===== config.mk =====
export PLATFORM = sky130hd
export DESIGN_NAME = median_arbiter_flat
export DESIGN_NICKNAME = d
export VERILOG_FILES = /design/src/rtl/median_arbiter_if.sv /design/src/rtl/median_arbiter.sv /design/src/flat_wrapper.sv
export SDC_FILE = /design/constraint.sdc
export NUM_CORES = 1
export LEC_CHECK = 0
export ABC_AREA = 1
export ABC_CLOCK_PERIOD_IN_PS = 1900
export BUFFER_PORTS_ARGS = -buffer_cell sky130_fd_sc_hd__buf_2
export CORE_UTILIZATION = 30
export CTS_CLUSTER_DIAMETER = 200
export CTS_CLUSTER_SIZE = 40
export DETAILED_ROUTE_END_ITERATION = 7
export GPL_TIMING_DRIVEN = 1
export PLACE_DENSITY = 0.57
export SYNTH_ARGS = -nofsm -noshare
export SYNTH_HDL_FRONTEND = slang
export SYNTH_SLANG_ARGS = --single-unit

===== constraint.sdc =====
create_clock -name CLK -period 1.9 [get_ports CLK]
set_input_delay 0.095 -clock CLK [delete_from_list [all_inputs] [get_ports CLK]]
set_output_delay 0.095 -clock CLK [all_outputs]
set_load 0.01 [all_outputs]

===== src/rtl/median_arbiter_if.sv =====
// Bus between the median arbiter, its two requesters and the shared median unit.
// Groups requester write/result signals, the median unit burst port and debug state.
interface median_arbiter_if #(
  parameter int TAILLE = 8
);
  // Handshake: X_WE is taken on a rising edge only while X_BUSY is low. X_BUSY rises the
  // cycle after the ninth accepted write and falls together with the X_DSO pulse, or after
  // an ERR abort. M_DSI/M_DI carry one 9-beat burst. M_DSO is a one-cycle result strobe,
  // honoured only while a result is awaited. X_DSO and ERR are one-cycle pulses.
  logic              A_WE;
  logic [TAILLE-1:0] A_DI;
  logic              A_BUSY;
  logic [TAILLE-1:0] A_DO;
  logic              A_DSO;

  logic              B_WE;
  logic [TAILLE-1:0] B_DI;
  logic              B_BUSY;
  logic [TAILLE-1:0] B_DO;
  logic              B_DSO;

  logic              M_DSI;
  logic [TAILLE-1:0] M_DI;
  logic [TAILLE-1:0] M_DO;
  logic              M_DSO;

  logic              ERR;
  logic [1:0]        dbg_state;

  modport slave (
    input  A_WE, A_DI, B_WE, B_DI, M_DO, M_DSO,
    output A_BUSY, A_DO, A_DSO, B_BUSY, B_DO, B_DSO, M_DSI, M_DI, ERR, dbg_state
  );

  modport master (
    output A_WE, A_DI, B_WE, B_DI, M_DO, M_DSO,
    input  A_BUSY, A_DO, A_DSO, B_BUSY, B_DO, B_DSO, M_DSI, M_DI, ERR, dbg_state
  );
endinterface


===== src/rtl/median_arbiter.sv =====
// Shares one 9-input median unit between requesters A and B: private sample buffers,
// round-robin grant, 9-beat burst sender, result return and a watchdog abort.
module median_arbiter #(
  parameter int TAILLE  = 8,
  parameter int TIMEOUT = 63
) (
  input  logic            CLK,
  input  logic            nRST,
  median_arbiter_if.slave bus
);
  localparam logic [1:0] S_IDLE = 2'd0;
  localparam logic [1:0] S_SEND = 2'd1;
  localparam logic [1:0] S_WAIT = 2'd2;
  localparam logic [1:0] S_GAP  = 2'd3;

  localparam logic [3:0] LAST_IDX = 4'd8;
  localparam logic [7:0] WD_LAST  = 8'(TIMEOUT - 1);

  logic [1:0]        r_state;
  logic [3:0]        r_cnt;
  logic [7:0]        r_wd;
  logic              r_gnt;
  logic              r_last;

  logic [TAILLE-1:0] r_buf_a [9];
  logic [TAILLE-1:0] r_buf_b [9];
  logic [3:0]        r_ptr_a;
  logic [3:0]        r_ptr_b;
  logic              r_pend_a;
  logic              r_pend_b;

  logic [TAILLE-1:0] r_do_a;
  logic [TAILLE-1:0] r_do_b;
  logic              r_dso_a;
  logic              r_dso_b;
  logic              r_err;

  logic              w_wr_a;
  logic              w_wr_b;
  logic              w_done;
  logic              w_abort;
  logic              w_clr_a;
  logic              w_clr_b;
  logic              w_pick_b;
  logic [TAILLE-1:0] w_send_data;

  assign w_wr_a  = bus.A_WE & ~r_pend_a;
  assign w_wr_b  = bus.B_WE & ~r_pend_b;
  assign w_done  = (r_state == S_WAIT) & bus.M_DSO;
  assign w_abort = (r_state == S_WAIT) & ~bus.M_DSO & (r_wd == WD_LAST);
  assign w_clr_a = (w_done | w_abort) & ~r_gnt;
  assign w_clr_b = (w_done | w_abort) & r_gnt;

  // r_last is 1 when B was served last; B wins only if alone or A was served last.
  assign w_pick_b = r_pend_b & (~r_pend_a | ~r_last);

  assign w_send_data = r_gnt ? r_buf_b[r_cnt] : r_buf_a[r_cnt];

  // Requester A: buffer pointer and pending flag.
  always_ff @(posedge CLK or negedge nRST) begin
    if (!nRST) begin
      r_ptr_a  <= '0;
      r_pend_a <= 1'b0;
    end else if (w_clr_a) begin
      r_ptr_a  <= '0;
      r_pend_a <= 1'b0;
    end else if (w_wr_a) begin
      if (r_ptr_a == LAST_IDX) begin
        r_ptr_a  <= '0;
        r_pend_a <= 1'b1;
      end else begin
        r_ptr_a <= r_ptr_a + 4'd1;
      end
    end
  end

  // Requester B: buffer pointer and pending flag.
  always_ff @(posedge CLK or negedge nRST) begin
    if (!nRST) begin
      r_ptr_b  <= '0;
      r_pend_b <= 1'b0;
    end else if (w_clr_b) begin
      r_ptr_b  <= '0;
      r_pend_b <= 1'b0;
    end else if (w_wr_b) begin
      if (r_ptr_b == LAST_IDX) begin
        r_ptr_b  <= '0;
        r_pend_b <= 1'b1;
      end else begin
        r_ptr_b <= r_ptr_b + 4'd1;
      end
    end
  end

  // Sample storage is plain data and needs no reset.
  always_ff @(posedge CLK) begin
    if (w_wr_a) begin
      r_buf_a[r_ptr_a] <= bus.A_DI;
    end
    if (w_wr_b) begin
      r_buf_b[r_ptr_b] <= bus.B_DI;
    end
  end

  always_ff @(posedge CLK or negedge nRST) begin
    if (!nRST) begin
      r_state <= S_IDLE;
      r_cnt   <= '0;
      r_wd    <= '0;
      r_gnt   <= 1'b0;
      r_last  <= 1'b1;
      r_do_a  <= '0;
      r_do_b  <= '0;
      r_dso_a <= 1'b0;
      r_dso_b <= 1'b0;
      r_err   <= 1'b0;
    end else begin
      r_dso_a <= 1'b0;
      r_dso_b <= 1'b0;
      r_err   <= 1'b0;
      case (r_state)
        S_IDLE: begin
          if (r_pend_a | r_pend_b) begin
            r_gnt   <= w_pick_b;
            r_cnt   <= '0;
            r_state <= S_SEND;
          end
        end
        S_SEND: begin
          if (r_cnt == LAST_IDX) begin
            r_wd    <= '0;
            r_state <= S_WAIT;
          end else begin
            r_cnt <= r_cnt + 4'd1;
          end
        end
        S_WAIT: begin
          if (bus.M_DSO) begin
            if (r_gnt) begin
              r_do_b  <= bus.M_DO;
              r_dso_b <= 1'b1;
            end else begin
              r_do_a  <= bus.M_DO;
              r_dso_a <= 1'b1;
            end
            r_last  <= r_gnt;
            r_state <= S_GAP;
          end else if (r_wd == WD_LAST) begin
            r_err   <= 1'b1;
            r_last  <= r_gnt;
            r_state <= S_GAP;
          end else begin
            r_wd <= r_wd + 8'd1;
          end
        end
        S_GAP: begin
          r_state <= S_IDLE;
        end
        default: begin
          r_state <= S_IDLE;
        end
      endcase
    end
  end

  // Burst outputs decode straight from state so a reset drops M_DSI immediately.
  assign bus.M_DSI     = (r_state == S_SEND);
  assign bus.M_DI      = (r_state == S_SEND) ? w_send_data : '0;
  assign bus.A_BUSY    = r_pend_a;
  assign bus.B_BUSY    = r_pend_b;
  assign bus.A_DO      = r_do_a;
  assign bus.B_DO      = r_do_b;
  assign bus.A_DSO     = r_dso_a;
  assign bus.B_DSO     = r_dso_b;
  assign bus.ERR       = r_err;
  assign bus.dbg_state = r_state;
endmodule


===== src/flat_wrapper.sv =====
// flat-port wrapper written by rule: the top's interface ports become plain ports
module median_arbiter_flat 
#(
  parameter int TAILLE  = 8,
  parameter int TIMEOUT = 63
)
  (CLK, nRST, bus_A_WE, bus_A_DI, bus_B_WE, bus_B_DI, bus_M_DO, bus_M_DSO, bus_A_BUSY, bus_A_DO, bus_A_DSO, bus_B_BUSY, bus_B_DO, bus_B_DSO, bus_M_DSI, bus_M_DI, bus_ERR, bus_dbg_state);
  median_arbiter_if #(.TAILLE(TAILLE)) bus_i ();
  input  logic CLK;
  input  logic nRST;
  input wire logic [$bits(bus_i.A_WE)-1:0] bus_A_WE;
  input wire logic [$bits(bus_i.A_DI)-1:0] bus_A_DI;
  input wire logic [$bits(bus_i.B_WE)-1:0] bus_B_WE;
  input wire logic [$bits(bus_i.B_DI)-1:0] bus_B_DI;
  input wire logic [$bits(bus_i.M_DO)-1:0] bus_M_DO;
  input wire logic [$bits(bus_i.M_DSO)-1:0] bus_M_DSO;
  output wire logic [$bits(bus_i.A_BUSY)-1:0] bus_A_BUSY;
  output wire logic [$bits(bus_i.A_DO)-1:0] bus_A_DO;
  output wire logic [$bits(bus_i.A_DSO)-1:0] bus_A_DSO;
  output wire logic [$bits(bus_i.B_BUSY)-1:0] bus_B_BUSY;
  output wire logic [$bits(bus_i.B_DO)-1:0] bus_B_DO;
  output wire logic [$bits(bus_i.B_DSO)-1:0] bus_B_DSO;
  output wire logic [$bits(bus_i.M_DSI)-1:0] bus_M_DSI;
  output wire logic [$bits(bus_i.M_DI)-1:0] bus_M_DI;
  output wire logic [$bits(bus_i.ERR)-1:0] bus_ERR;
  output wire logic [$bits(bus_i.dbg_state)-1:0] bus_dbg_state;
  assign bus_i.A_WE = bus_A_WE;
  assign bus_i.A_DI = bus_A_DI;
  assign bus_i.B_WE = bus_B_WE;
  assign bus_i.B_DI = bus_B_DI;
  assign bus_i.M_DO = bus_M_DO;
  assign bus_i.M_DSO = bus_M_DSO;
  assign bus_A_BUSY = bus_i.A_BUSY;
  assign bus_A_DO = bus_i.A_DO;
  assign bus_A_DSO = bus_i.A_DSO;
  assign bus_B_BUSY = bus_i.B_BUSY;
  assign bus_B_DO = bus_i.B_DO;
  assign bus_B_DSO = bus_i.B_DSO;
  assign bus_M_DSI = bus_i.M_DSI;
  assign bus_M_DI = bus_i.M_DI;
  assign bus_ERR = bus_i.ERR;
  assign bus_dbg_state = bus_i.dbg_state;
  median_arbiter #(.TAILLE(TAILLE), .TIMEOUT(TIMEOUT)) u_core (.CLK(CLK), .nRST(nRST), .bus(bus_i));
endmodule

==> results.md, run 1 <==
- Drt wl/cell: 14.30 um
- Antenna violations before repair: 0
- Top-area cell type share of the netlist area: around half
- Worst VDD drop: 0.6146 mV
- Row count: 60
- CTS buffer count: 17
- Failing checks: setup timing
- CTS root buffer: clkbuf_16
- Max-cap viol count: 0
- Crit path max-delay family: simple AND/OR/NAND/NOR gates
- Wirelength, routed: about 19 mm
- Tmin final: 2.052 ns
- Die W: 169.1 um
- Clk_lat worst skew: between 0.4 and 0.5 ns
- Max clock buf depth: 2
- Pre-antenna DRT Iters: 6
- Unrepaired setup endpoints after global routing: true
- Pleak: approximately 4.3 nW
- Max Slew Vio Count: 0
- Synth Register Bits: 189
- DR vias: 5855
- Detailed Place HPWL: 12.46 mm
- Die area: 28610 um2
- IO Pins: slightly above 60
- Grt ovf: 0
- Combinational share of power: between 30% and 40%
- Share of layout cells above drive strength 1: 22.89%
- Effective utilization at floorplan: a little under a third
- Clock skew: between 0.01 and 0.015 ns
- # setup viols final: 8
- Most used cell, CP: nand3_2
- NetSw: ~4.9 mW
- Port bufs: 60
- Setup CP Type: reg -> out
- Placed cell area: between 9000 and 10000 um2
- Nets: roughly 960
- Netlist cell types: 35
- Worst rel slew slack: a little under two thirds
- Largest net degree at the start of global routing: 28
- Worst Path Required: 1.80 ns
- Worst Setup Slack, final: -0.1519 ns
- Post-route ant nets: 0
- Drt initial violations: between 400 and 500
- Clk pin slew, worst setup/hold paths: around 0.07 ns
- Int Pwr: around 9 mW
- Sequential cell area fraction in the yosys report: approximately 65%
- Crit end category: primary output
- Clock power frac: roughly 27%
- Tcrit/Tclk final: 108.0%
- Pre-CTS setup slack: ~0.22 ns
- Post-Syn Instances: 798
- Tightest Pin Transition: 0.5481 ns
- Area contributors post-synth: edfxtp_1 (52%), dfrtp_1 (13%), nand2_1 (9.1%)
- Vias/cell: around 4.5
- Area of the core: between 20000 and 30000 um2
- Crit path max fanout: 7
- Slowest-stage cell, CP: dfrtp_2
- Synth warn: 0
- Fin area: 10440 um2
- Power share of the sequential group: 40.6%
- Cell Pwr Density: 1312 nW/um2
- Crit-path cells: clkinv_4 -> buf_6 -> buf_8 -> nand2_1 -> nand3_1 -> nand3_2 -> nand3_2 -> nand3_2 -> nand2_1 -> nor2_1 -> buf_2
- CTS tree: done
- Synth area leader: edfxtp_1
- # clock sinks: about 190
- Sw frac: between 30 and 40%
- Power, Total: 13.70 mW
- Area Growth Syn to Fin: 24.53%
- Vias in the first global route: between 5000 and 6000
- GP Congestion: 0.7928
- Hold Vio Cnt, Final: 0
- Worst setup SP type: register
- Mean Syn Cell Area: between 10 and 15 um2
- Total GRT Usage: between 10% and 20%
- FMAX: 487.3 MHz
- CP arrival: a little under 2 ns
- H-tree Lvls: 4
- Global-route wire length before repair: roughly 30 mm
- Cell Area, Synth: roughly 8400 um2
- Run status: complete, but fails checks
- Sum of buffers and inverters on the critical path: 4
- Crit-path max cell delay: ~0.45 ns
- Drt drc: 0
- Worst hold path class: in -> async
- Die H: 169.1 um
- Diode count: 0
- Synthesized Nets: approximately 840
-- worst reg2reg max path, stage by stage, from the launching register on --
cell and delay (ns):
dfrtp_2 0.45, clkinv_4 0.13, buf_4 0.16, buf_4 0.14
ha_4 0.16, nand4_1 0.13, nand3_1 0.12, nor2_1 0.13
xor2_1 0.17, a21oi_1 0.06
-- power by group through the flow --
stage / Sequential [mW] / Clock, mW / Combinational [mW]
detailed placement: 5.62 / 0 / 4.06
floorplan: 5.64 / 0 / 2.67
CTS: 5.55 / 3.78 / 4.33
global route: 5.63 / 3.97 / 4.99
finish: 5.56 / 3.70 / 4.44
global placement: 5.62 / 0 / 3.99
-- flip-flops by register name (all words and copies together) (netlist names) --
signal,count
u_core.bus.A_BUSY,1
u_core.bus.A_DO,8
u_core.bus.A_DSO,1
u_core.bus.B_BUSY,1
u_core.bus.B_DO,8
u_core.bus.B_DSO,1
u_core.bus.ERR,1
u_core.bus.dbg_state,2
u_core.r_buf_a,72
u_core.r_buf_b,72
u_core.r_cnt,4
u_core.r_gnt,1
u_core.r_last,1
u_core.r_ptr_a,4
u_core.r_ptr_b,4
u_core.r_wd,8
-- placed cells by master (no fill, tap or decap), types with 2 or more instances in the layout --
master         count
dlygate4sd3_1     26
nand4_1            2
ha_1              14
inv_1             68
nor3_1            15
nand2_4            4
nand3_1          110
buf_6              2
o21ai_2            3
bufinv_16          2
o21ai_0           18
xor2_1             9
nand2_1          192
edfxtp_1         144
clkinv_8           3
buf_12             4
nand3_2           27
o21ai_1            7
buf_8              3
a21oi_2            6
inv_8              5
nor2_1            52
a21oi_1            5
dfrtp_1           43
clkbuf_16         17
a31oi_1            2
clkinvlp_4         4
xnor2_1            2
nand2_2           15
or2_0              3
buf_4             35
buf_2             60
inv_2              8
nor2_2             2
-- cell usage after synthesis, drive strengths merged --
cell    instances
nand4           3
nor3           16
o21ai          28
ha             16
a21oi          11
or2             4
inv            78
clkbuf          5
o22ai           1
dfrtp          44
xnor2           2
buf            29
nor2           55
nand3b          2
nand3         137
a31oi           2
edfxtp        144
dfstp           1
nand2         211
xor2            9
-- metal layers --
| layer | up-vias | track usage (%) | share of wire, % |
|---|---|---|---|
| met3 | 11 | 3.358 | 4.7 |
| met1 | 2832 | 18.35 | 48 |
| met2 | 112 | 21.42 | 46 |
| li1 | 2900 | - | - |
| met5 | - | 0 | 0 |
| met4 | 0 | 3.486 | 0.87 |
-- layout make-up --
class	instances	area (um2)
clock buffer	17	425.4
clock inverter	15	201.4
fill	2668	16740
inverter	78	301.5
multi-input combinational	497	2619
sequential	189	5453
tap	372	465.4
timing repair buffer	130	970.9
-- per-stage QoR --
step	instances	hold WS, ns	TNS (ns)	utilization (%)
6_report	1298	0.1847	-0.8688	38.40
4_1_cts	1297	0.1930	-1.085	37.83
2_1_floorplan	798	-0.2006	0	-
3_5_place_dp	1234	0.1217	0	34.06
5_1_grt	1298	0.2100	-1.860	38.40
3_3_place_gp	1234	0.1256	0	34.06
-- what timing repair did --
item / CTS / global route
pin swaps: 3 / 15
setup buffers: 4 / 2
gates cloned: 1 / 0
endpoints found under the setup margin: 8 / 15
hold buffers: 26 / 0
gates resized for setup: 22 / 37
endpoints found under the hold margin: 181 / 0
-- final timing paths --
check	start	to	slack, ns	cells after the start
worst max-delay path	u_core.r_cnt[0]	bus_M_DI[2]	-0.15	11
worst min-delay path	nRST	u_core.r_wd[5]	0.18	2
worst max register to register	u_core.r_cnt[0]	u_core.r_cnt[3]	0.12	9
worst min register to register	u_core.bus.B_DO[3]	u_core.bus.B_DO[3]	0.50	2
max in group asynchronous	nRST	u_core.r_ptr_a[3]	1.21	3
min in group CLK	bus_A_WE	u_core.r_ptr_a[1]	0.21	4
-- logic make-up (layout without fill, tap and decap cells) --
logic type | after synthesis | after routing | share of synthesized area [%]
AOI/OAI and AO/OA | 42 | 42 | 2.687
xor gates and xnor gates | 11 | 11 | 1.150
adders and majority gates | 16 | 16 | 2.389
buffers and inverters | 112 | 240 | 6.092
DFF | 189 | 189 | 65.05
and+or+nand+nor | 428 | 428 | 22.63
Note: power is estimated with default switching activity, not from simulation.
==> run 2: changes to the inputs <==
--- a/config.mk
+++ b/config.mk
@@ -8,12 +8,14 @@
 export ABC_AREA = 1
 export ABC_CLOCK_PERIOD_IN_PS = 1900
 export BUFFER_PORTS_ARGS = -buffer_cell sky130_fd_sc_hd__buf_2
+export CELL_PAD_IN_SITES_DETAIL_PLACEMENT = 0
+export CELL_PAD_IN_SITES_GLOBAL_PLACEMENT = 2
 export CORE_UTILIZATION = 30
 export CTS_CLUSTER_DIAMETER = 200
 export CTS_CLUSTER_SIZE = 40
 export DETAILED_ROUTE_END_ITERATION = 7
 export GPL_TIMING_DRIVEN = 1
-export PLACE_DENSITY = 0.57
+export PLACE_DENSITY = 0.75
 export SYNTH_ARGS = -nofsm -noshare
 export SYNTH_HDL_FRONTEND = slang
 export SYNTH_SLANG_ARGS = --single-unit
==> run 2 against run 1 <==
The run still ends with setup timing left. Maximum frequency down 2.6%. Final cell count is 0.77% higher. Clock power decreased by 1%. Combinational power grew 4%. First-iteration DRC count is 2.9% lower. Hold slack worse by 0.052 ns. Clock skew increased by 0.0075 ns. Critical endpoint is now bus_M_DI[5]. Largest cell class unchanged. Highest routed layer unchanged.
==> results.md, run 2 (synthesized netlist as in run 1, its figures left out) <==
- Fin area: 10470 um2 (+0.32%)
- CTS tree: done
- Drt initial violations: 399 (-2.9%)
- Port bufs: 60 (unchanged)
- # setup viols final: 8 (unchanged)
- Drt wl/cell: 14.84 um (+3.8%)
- Run status: complete, but fails checks
- Pleak: 4.389 nW (+1.3%)
- Crit end category: primary output
- Unrepaired setup endpoints after global routing: true
- Share of layout cells above drive strength 1: 21.93% (-0.97 points)
- Cell Pwr Density: 1320 nW/um2 (+0.56%)
- Worst setup SP type: register
- Tightest Pin Transition: 0.5976 ns (+0.04945 ns)
- Nets: 967 (+0.94%)
- Clock skew: 0.01752 ns (+0.007507 ns)
- Hold Vio Cnt, Final: 0 (unchanged)
- Die W: 169.1 um (unchanged)
- Worst VDD drop: 0.6161 mV (+0.24%)
- Global-route wire length before repair: 30.54 mm (+2.5%)
- Total GRT Usage: 13.91% (+0.44 points)
- Setup CP Type: reg -> out
- Most frequent cells in the layout: nand2_1 (192), edfxtp_1 (144), nand3_1 (125)
- Pre-antenna DRT Iters: 5 (-1)
- Die area: 28610 um2 (unchanged)
- Crit path max fanout: 7 (unchanged)
- Area Growth Syn to Fin: 24.93%
- Post-route ant nets: 0 (unchanged)
- CTS buffer count: 17 (unchanged)
- IO Pins: 61 (unchanged)
- Post-layout util: 38.53% (+0.12 points)
- Vias/cell: 4.421 (-2.0%)
- Clk pin slew, worst setup/hold paths: 0.07 ns (about the same)
- Area of the core: 27180 um2 (unchanged)
- Failing checks: setup timing
- GP Congestion: 0.7215 (-9.0%)
- Placed cell area: 9295 um2 (+0.43%)
- Commonest non-fill, non-tap cell in the layout: nand2_1
- Largest net degree at the start of global routing: 46 (+64%)
- Worst rel slew slack: 60.16% (-3.3 points)
- Hold slack final: 0.1332 ns (-0.05156 ns)
- Wirelength, routed: 19.41 mm (+4.6%)
- DR vias: 5783 (-1.2%)
- Vias in the first global route: 5571 (-2.5%)
- Grt ovf: 0 (unchanged)
- Max clock buf depth: 2 (unchanged)
- CTS root buffer: clkbuf_16
- Worst Path Required: 1.80 ns (about the same)
- Drt drc: 0 (unchanged)
- Fillers: 2719 (+1.9%)
- CP arrival: 2.01 ns (+0.05 ns)
- Worst Setup Slack, final: -0.2073 ns (-0.05541 ns)
- Max Slew Vio Count: 0 (unchanged)
- Row count: 60 (unchanged)
- Flop2flop setup slack: 0.22 ns (+0.10 ns)
- Die H: 169.1 um (unchanged)
- Detailed Place HPWL: 12.52 mm (+0.48%)
- Max-cap viol count: 0 (unchanged)
- Worst hold path class: in -> reg
- H-tree Lvls: 4 (unchanged)
- Tmin final: 2.107 ns (+0.05541 ns)
- FMAX: 474.5 MHz (-2.6%)
- Tcrit/Tclk final: 110.9% (+2.9 points)
- Antenna violations before repair: 1 (+1)
- Effective utilization at floorplan: 30.84% (unchanged)
- Regs by FF count: u_core.r_buf_a (72), u_core.r_buf_b (72)
- Clk_lat worst skew: 0.44 ns (about the same)
- # clock sinks: 189 (unchanged)
run 2: cell count changes in the layout (fill, tap and decap cells not counted), moves of 3 or more:
cell	change
buf_8	-3
clkinvlp_4	-4
buf_4	+4
buf_12	+4
nand3_1	+15
nand3_2	-15
run 2: power breakdown:
group / switching [mW] / internal (mW) / total [mW] / leakage (nW)
Combinational: 2.86 / 1.77 / 4.63 / 2.20
Sequential: 0.364 / 5.17 / 5.53 / 1.89
Clock: 1.74 / 1.91 / 3.65 / 0.302
Total: 4.97 / 8.85 / 13.8 / 4.39
run 2: stage by stage:
stage          total power [mW]  setup WS [ns]  TNS (ns)  cells
3_3_place_gp              9.813         0.1689         0   1236
2_1_floorplan             8.307         0.1045         0    798
5_1_grt                   14.71        -0.3154    -2.233   1307
3_5_place_dp              9.822         0.1685         0   1236
6_report                  13.82        -0.2073    -1.317   1308
4_1_cts                   13.74        -0.2095    -1.457   1297
run 2: cell type report:
| class | count | area, um2 | area share, % |
|---|---|---|---|
| antenna | 1 | 2.502 | 0.02390 |
| clock buffer | 17 | 425.4 | 4.063 |
| clock inverter | 15 | 186.4 | 1.781 |
| inverter | 78 | 300.3 | 2.868 |
| multi-input combinational | 497 | 2534 | 24.20 |
| sequential | 189 | 5453 | 52.08 |
| tap | 372 | 465.4 | 4.446 |
| timing repair buffer | 138 | 1097 | 10.48 |
| timing repair inverter | 1 | 6.256 | 0.05975 |
run 2: routing by layer:
metal	routed length [um]	vias to the layer above	track usage, %
li1	-	2921	-
met1	9666	2744	19.96
met2	8732	108	21.38
met3	883	10	3.312
met4	124	0	2.820
met5	0	-	0
run 2: critical path, cell delays in order (launching register included):
cell and delay, ns:
dfrtp_2 0.51, inv_8 0.13, buf_12 0.11, clkbuf_16 0.13, nand2_2 0.04, nand3_1 0.06, nand3_1 0.09, nand3_1 0.11
nand2_1 0.07, a21oi_2 0.17, buf_2 0.16
run 2: path summary, 6_finish.rpt:
| check | start | endpoint | cells past startpoint |
|---|---|---|---|
| max | u_core.r_cnt[0] | bus_M_DI[5] | 10 |
| min | bus_B_WE | u_core.r_ptr_b[1] | 4 |
| max reg2reg | u_core.bus.dbg_state[1] | u_core.r_cnt[3] | 8 |
| min reg2reg | u_core.bus.A_DO[4] | u_core.bus.A_DO[4] | 2 |
| max in group asynchronous | nRST | u_core.r_cnt[0] | 3 |
| min in group asynchronous | nRST | u_core.r_wd[6] | 3 |
run 2: timing repair:
action                                  in CTS  in global routing
endpoints found under the setup margin       8                 10
pin swaps                                    4                 10
endpoints found under the hold margin      206                  0
gates resized for setup                     14                 23
gates cloned                                 2                  4
hold buffers                                26                  0
setup buffers                                1                  8
==> run 3: changes to the inputs <==
--- a/config.mk
+++ b/config.mk
@@ -5,7 +5,7 @@
 export SDC_FILE = /design/constraint.sdc
 export NUM_CORES = 1
 export LEC_CHECK = 0
-export ABC_AREA = 1
+export ABC_AREA = 0
 export ABC_CLOCK_PERIOD_IN_PS = 1900
 export BUFFER_PORTS_ARGS = -buffer_cell sky130_fd_sc_hd__buf_2
 export CELL_PAD_IN_SITES_DETAIL_PLACEMENT = 0
@@ -15,7 +15,7 @@
 export CTS_CLUSTER_SIZE = 40
 export DETAILED_ROUTE_END_ITERATION = 7
 export GPL_TIMING_DRIVEN = 1
-export PLACE_DENSITY = 0.75
+export PLACE_DENSITY = 0.7
 export SYNTH_ARGS = -nofsm -noshare
 export SYNTH_HDL_FRONTEND = slang
 export SYNTH_SLANG_ARGS = --single-unit
==> run 3 against run 2 <==
The flow still finishes with violations (setup timing). First-iteration DRC count decreased by 25%. Register-to-register slack got worse by 0.20 ns. Combinational power increased by 9.7%. Non-clock buffer count increased by 19. Synthesized cell count decreased by 35%. Sequential share of layout area increased by 0.87 points. Synthesized area decreased by 4.8%. Final cell count decreased by 22%. Critical endpoint is now bus_M_DI[2]. Largest power group unchanged.
==> results.md, run 3 <==
- Run status: complete, but fails checks
- Failing checks: setup timing
- Port bufs: 60 (unchanged)
- Vias/cell: 4.764 (+7.8%)
- Total GRT Usage: 13.52% (-0.40 points)
- Prevailing post-synth register cell: edfxtp_1
- Setup CP Type: reg -> out
- Die W: 165.1 um (-2.4%)
- Area Growth Syn to Fin: 29.07%
- Cell Pwr Density: 1392 nW/um2 (+5.5%)
- Reg area: 5454 um2 (about the same)
- Crit end category: primary output
- Post-synth EDFFs: 144 (unchanged)
- Unrepaired setup endpoints after global routing: true
- Effective utilization at floorplan: 30.62% (-0.21 points)
- Most common cell in the netlist: edfxtp_1
- CTS root buffer: clkbuf_16
- Asr flop ratio synth: 23.81% (unchanged)
- Power, Total: 14.34 mW (+3.8%)
- Worst VDD drop: 0.6791 mV (+10%)
- Fillers: 2416 (-11%)
- DR vias: 4855 (-16%)
- # setup viols final: 8 (unchanged)
- IO Pins: 61 (unchanged)
- Global-route wire length before repair: 27.12 mm (-11%)
- Regs by FF count: u_core.r_buf_a (72), u_core.r_buf_b (72)
- Mean Syn Cell Area: 15.44 um2 (+47%)
- Drt drc: 0 (unchanged)
- Synthesized Nets: 562 (-33%)
- FMAX: 437.7 MHz (-7.8%)
- Worst Path Required: 1.80 ns (about the same)
- CTS tree: done
- Pre-CTS setup slack: -0.1237 ns (-0.2921 ns)
- Pleak: 3.946 nW (-10%)
- Drt initial violations: 298 (-25%)
- Synth Register Bits: 189 (unchanged)
- Netlist cell types: 50 (+43%)
- Worst hold path class: in -> reg
- Wirelength, routed: 17.68 mm (-8.9%)
- Largest net degree at the start of global routing: 46 (unchanged)
- Top-area cell type share of the netlist area: 54.19% (+2.6 points)
- Multi-input gate area: 2536 um2 (about the same)
- Synth area leader: edfxtp_1
- Vias in the first global route: 4926 (-12%)
- GP Congestion: 0.7858 (+8.9%)
- H-tree Lvls: 4 (unchanged)
- Max Slew Vio Count: 0 (unchanged)
- Pre-antenna DRT Iters: 4 (-1)
- Nets: 717 (-26%)
- Post-Syn Instances: 517 (-35%)
- Clock skew: 0.009290 ns (-0.008233 ns)
- Tcrit/Tclk final: 120.2% (+9.3 points)
- Detailed Place HPWL: 12.17 mm (-2.8%)
- Clk pin slew, worst setup/hold paths: 0.07 ns (about the same)
- Crit path max fanout: 6 (-1)
- Commonest non-fill, non-tap cell in the layout: edfxtp_1
- Area contributors post-synth: edfxtp_1 (54%), dfrtp_1 (14%), mux2i_1 (5.4%)
- Max-cap viol count: 0 (unchanged)
- # clock sinks: 189 (unchanged)
- Cell Area, Synth: 7980 um2 (-4.8%)
- Hold Vio Cnt, Final: 0 (unchanged)
- Diode count: 0 (-1)
- Fin Setup TNS: -2.632 ns (-1.315 ns)
- Share of layout cells above drive strength 1: 34.36% (+12 points)
- Worst setup SP type: register
- Clk_lat worst skew: 0.43 ns (about the same)
- Antenna violations before repair: 1 (unchanged)
- Sequential cell area fraction in the yosys report: 68.31% (+3.3 points)
- Die area: 27260 um2 (-4.7%)
- Row count: 59 (-1.7%)
- Post-route ant nets: 0 (unchanged)
- Area of the core: 26060 um2 (-4.1%)
- Tightest Pin Transition: 0.5844 ns (-0.01317 ns)
- Drt wl/cell: 17.35 um (+17%)
- Grt ovf: 0 (unchanged)
- Most frequent cells in the layout: edfxtp_1 (144), buf_2 (60), buf_4 (58)
- Post-synth top cells: edfxtp_1 (144), dfrtp_1 (44), mux2i_1 (43), nand2_1 (43)
- CTS buffer count: 17 (unchanged)
- Synth warn: 0 (unchanged)
- CP arrival: 2.19 ns (+0.18 ns)
- Max clock buf depth: 2 (unchanged)
- Worst Setup Slack, final: -0.3846 ns (-0.1772 ns)
- Worst rel slew slack: 61.04% (+0.88 points)
- Die H: 165.1 um (-2.4%)
- Tmin final: 2.285 ns (+0.1772 ns)
## run 3: changes by cell type in the layout (fill, tap and decap cells not counted), moves of 9 or more
| cell | change |
|---|---|
| nand2_1 | -151 |
| mux2_2 | +10 |
| mux2i_1 | +40 |
| buf_4 | +19 |
| inv_1 | -52 |
| nor3_1 | -9 |
| nand2_2 | -13 |
| nand3_2 | -12 |
| and2_1 | +18 |
| nor2_1 | -39 |
| nand3_1 | -113 |
| mux4_2 | +18 |
## run 3: final cells by class
class	count	area share, %
Clock buffer	17	4.130
Clock inverter	14	1.664
Inverter	21	0.7896
Multi-Input combinational cell	286	24.62
Sequential cell	189	52.95
Tap cell	335	4.069
Timing Repair Buffer	157	11.77
## run 3: logic make-up after synthesis
group | Yosys count | share of synthesized area (%)
AOI/OAI and AO/OA | 66 | 5.660
xor gates and xnor gates | 5 | 0.5489
adders and majority gates | 16 | 2.509
buffers and inverters | 42 | 2.571
DFF | 189 | 68.31
muxes | 73 | 12.17
and+or+nand+nor | 126 | 8.231
## run 3: critical path: stages (launching register included)
cell	delay (ns)
dfrtp_2	0.42
buf_6	0.15
mux4_2	0.50
mux2_4	0.29
nand2_2	0.06
o211ai_1	0.14
buf_2	0.19
## run 3: final timing paths
check	depth (start not counted)	slack, ns	end	startpoint
min in group asynchronous	3	0.29	u_core.bus.B_DO[7]	nRST
max in group asynchronous	3	1.19	u_core.r_cnt[0]	nRST
max reg2reg	7	0.02	u_core.r_wd[7]	u_core.r_cnt[0]
max	6	-0.38	bus_M_DI[2]	u_core.r_cnt[0]
min reg2reg	2	0.48	u_core.bus.A_DO[4]	u_core.bus.A_DO[4]
min	4	0.18	u_core.r_ptr_a[0]	bus_A_WE
## run 3: stage by stage
stage,area (um2),hold slack (ns),instances,utilization [%]
2_1_floorplan,8023,-0.2006,517,-
3_3_place_gp,9123,0.2206,950,35.01
3_5_place_dp,9123,0.2339,950,35.01
4_1_cts,10060,0.1675,1009,38.60
5_1_grt,10300,0.2169,1019,39.53
6_report,10300,0.1845,1019,39.53
## run 3: report_power, final
group / leakage (nW) / internal (mW) / switching (mW)
combinational: 1.81 / 2.49 / 2.59
clock: 0.287 / 1.88 / 1.68
sequential: 1.85 / 5.25 / 0.448
total: 3.95 / 9.62 / 4.71
## run 3: routing by layer
layer	global-route usage, %	wire length (um)
met2	21.59	8521
met5	0	13
met3	3.521	617
met1	18.25	8387
met4	3.378	139
## run 3: repair_timing
item / 4_1_cts / 5_1_grt
hold buffers: 26 / 0
endpoints found under the hold margin: 205 / 0
endpoints found under the setup margin: 21 / 24
setup buffers: 2 / 10
resized for setup: 15 / 38
gates cloned: 0 / 0
pin swaps: 1 / 8
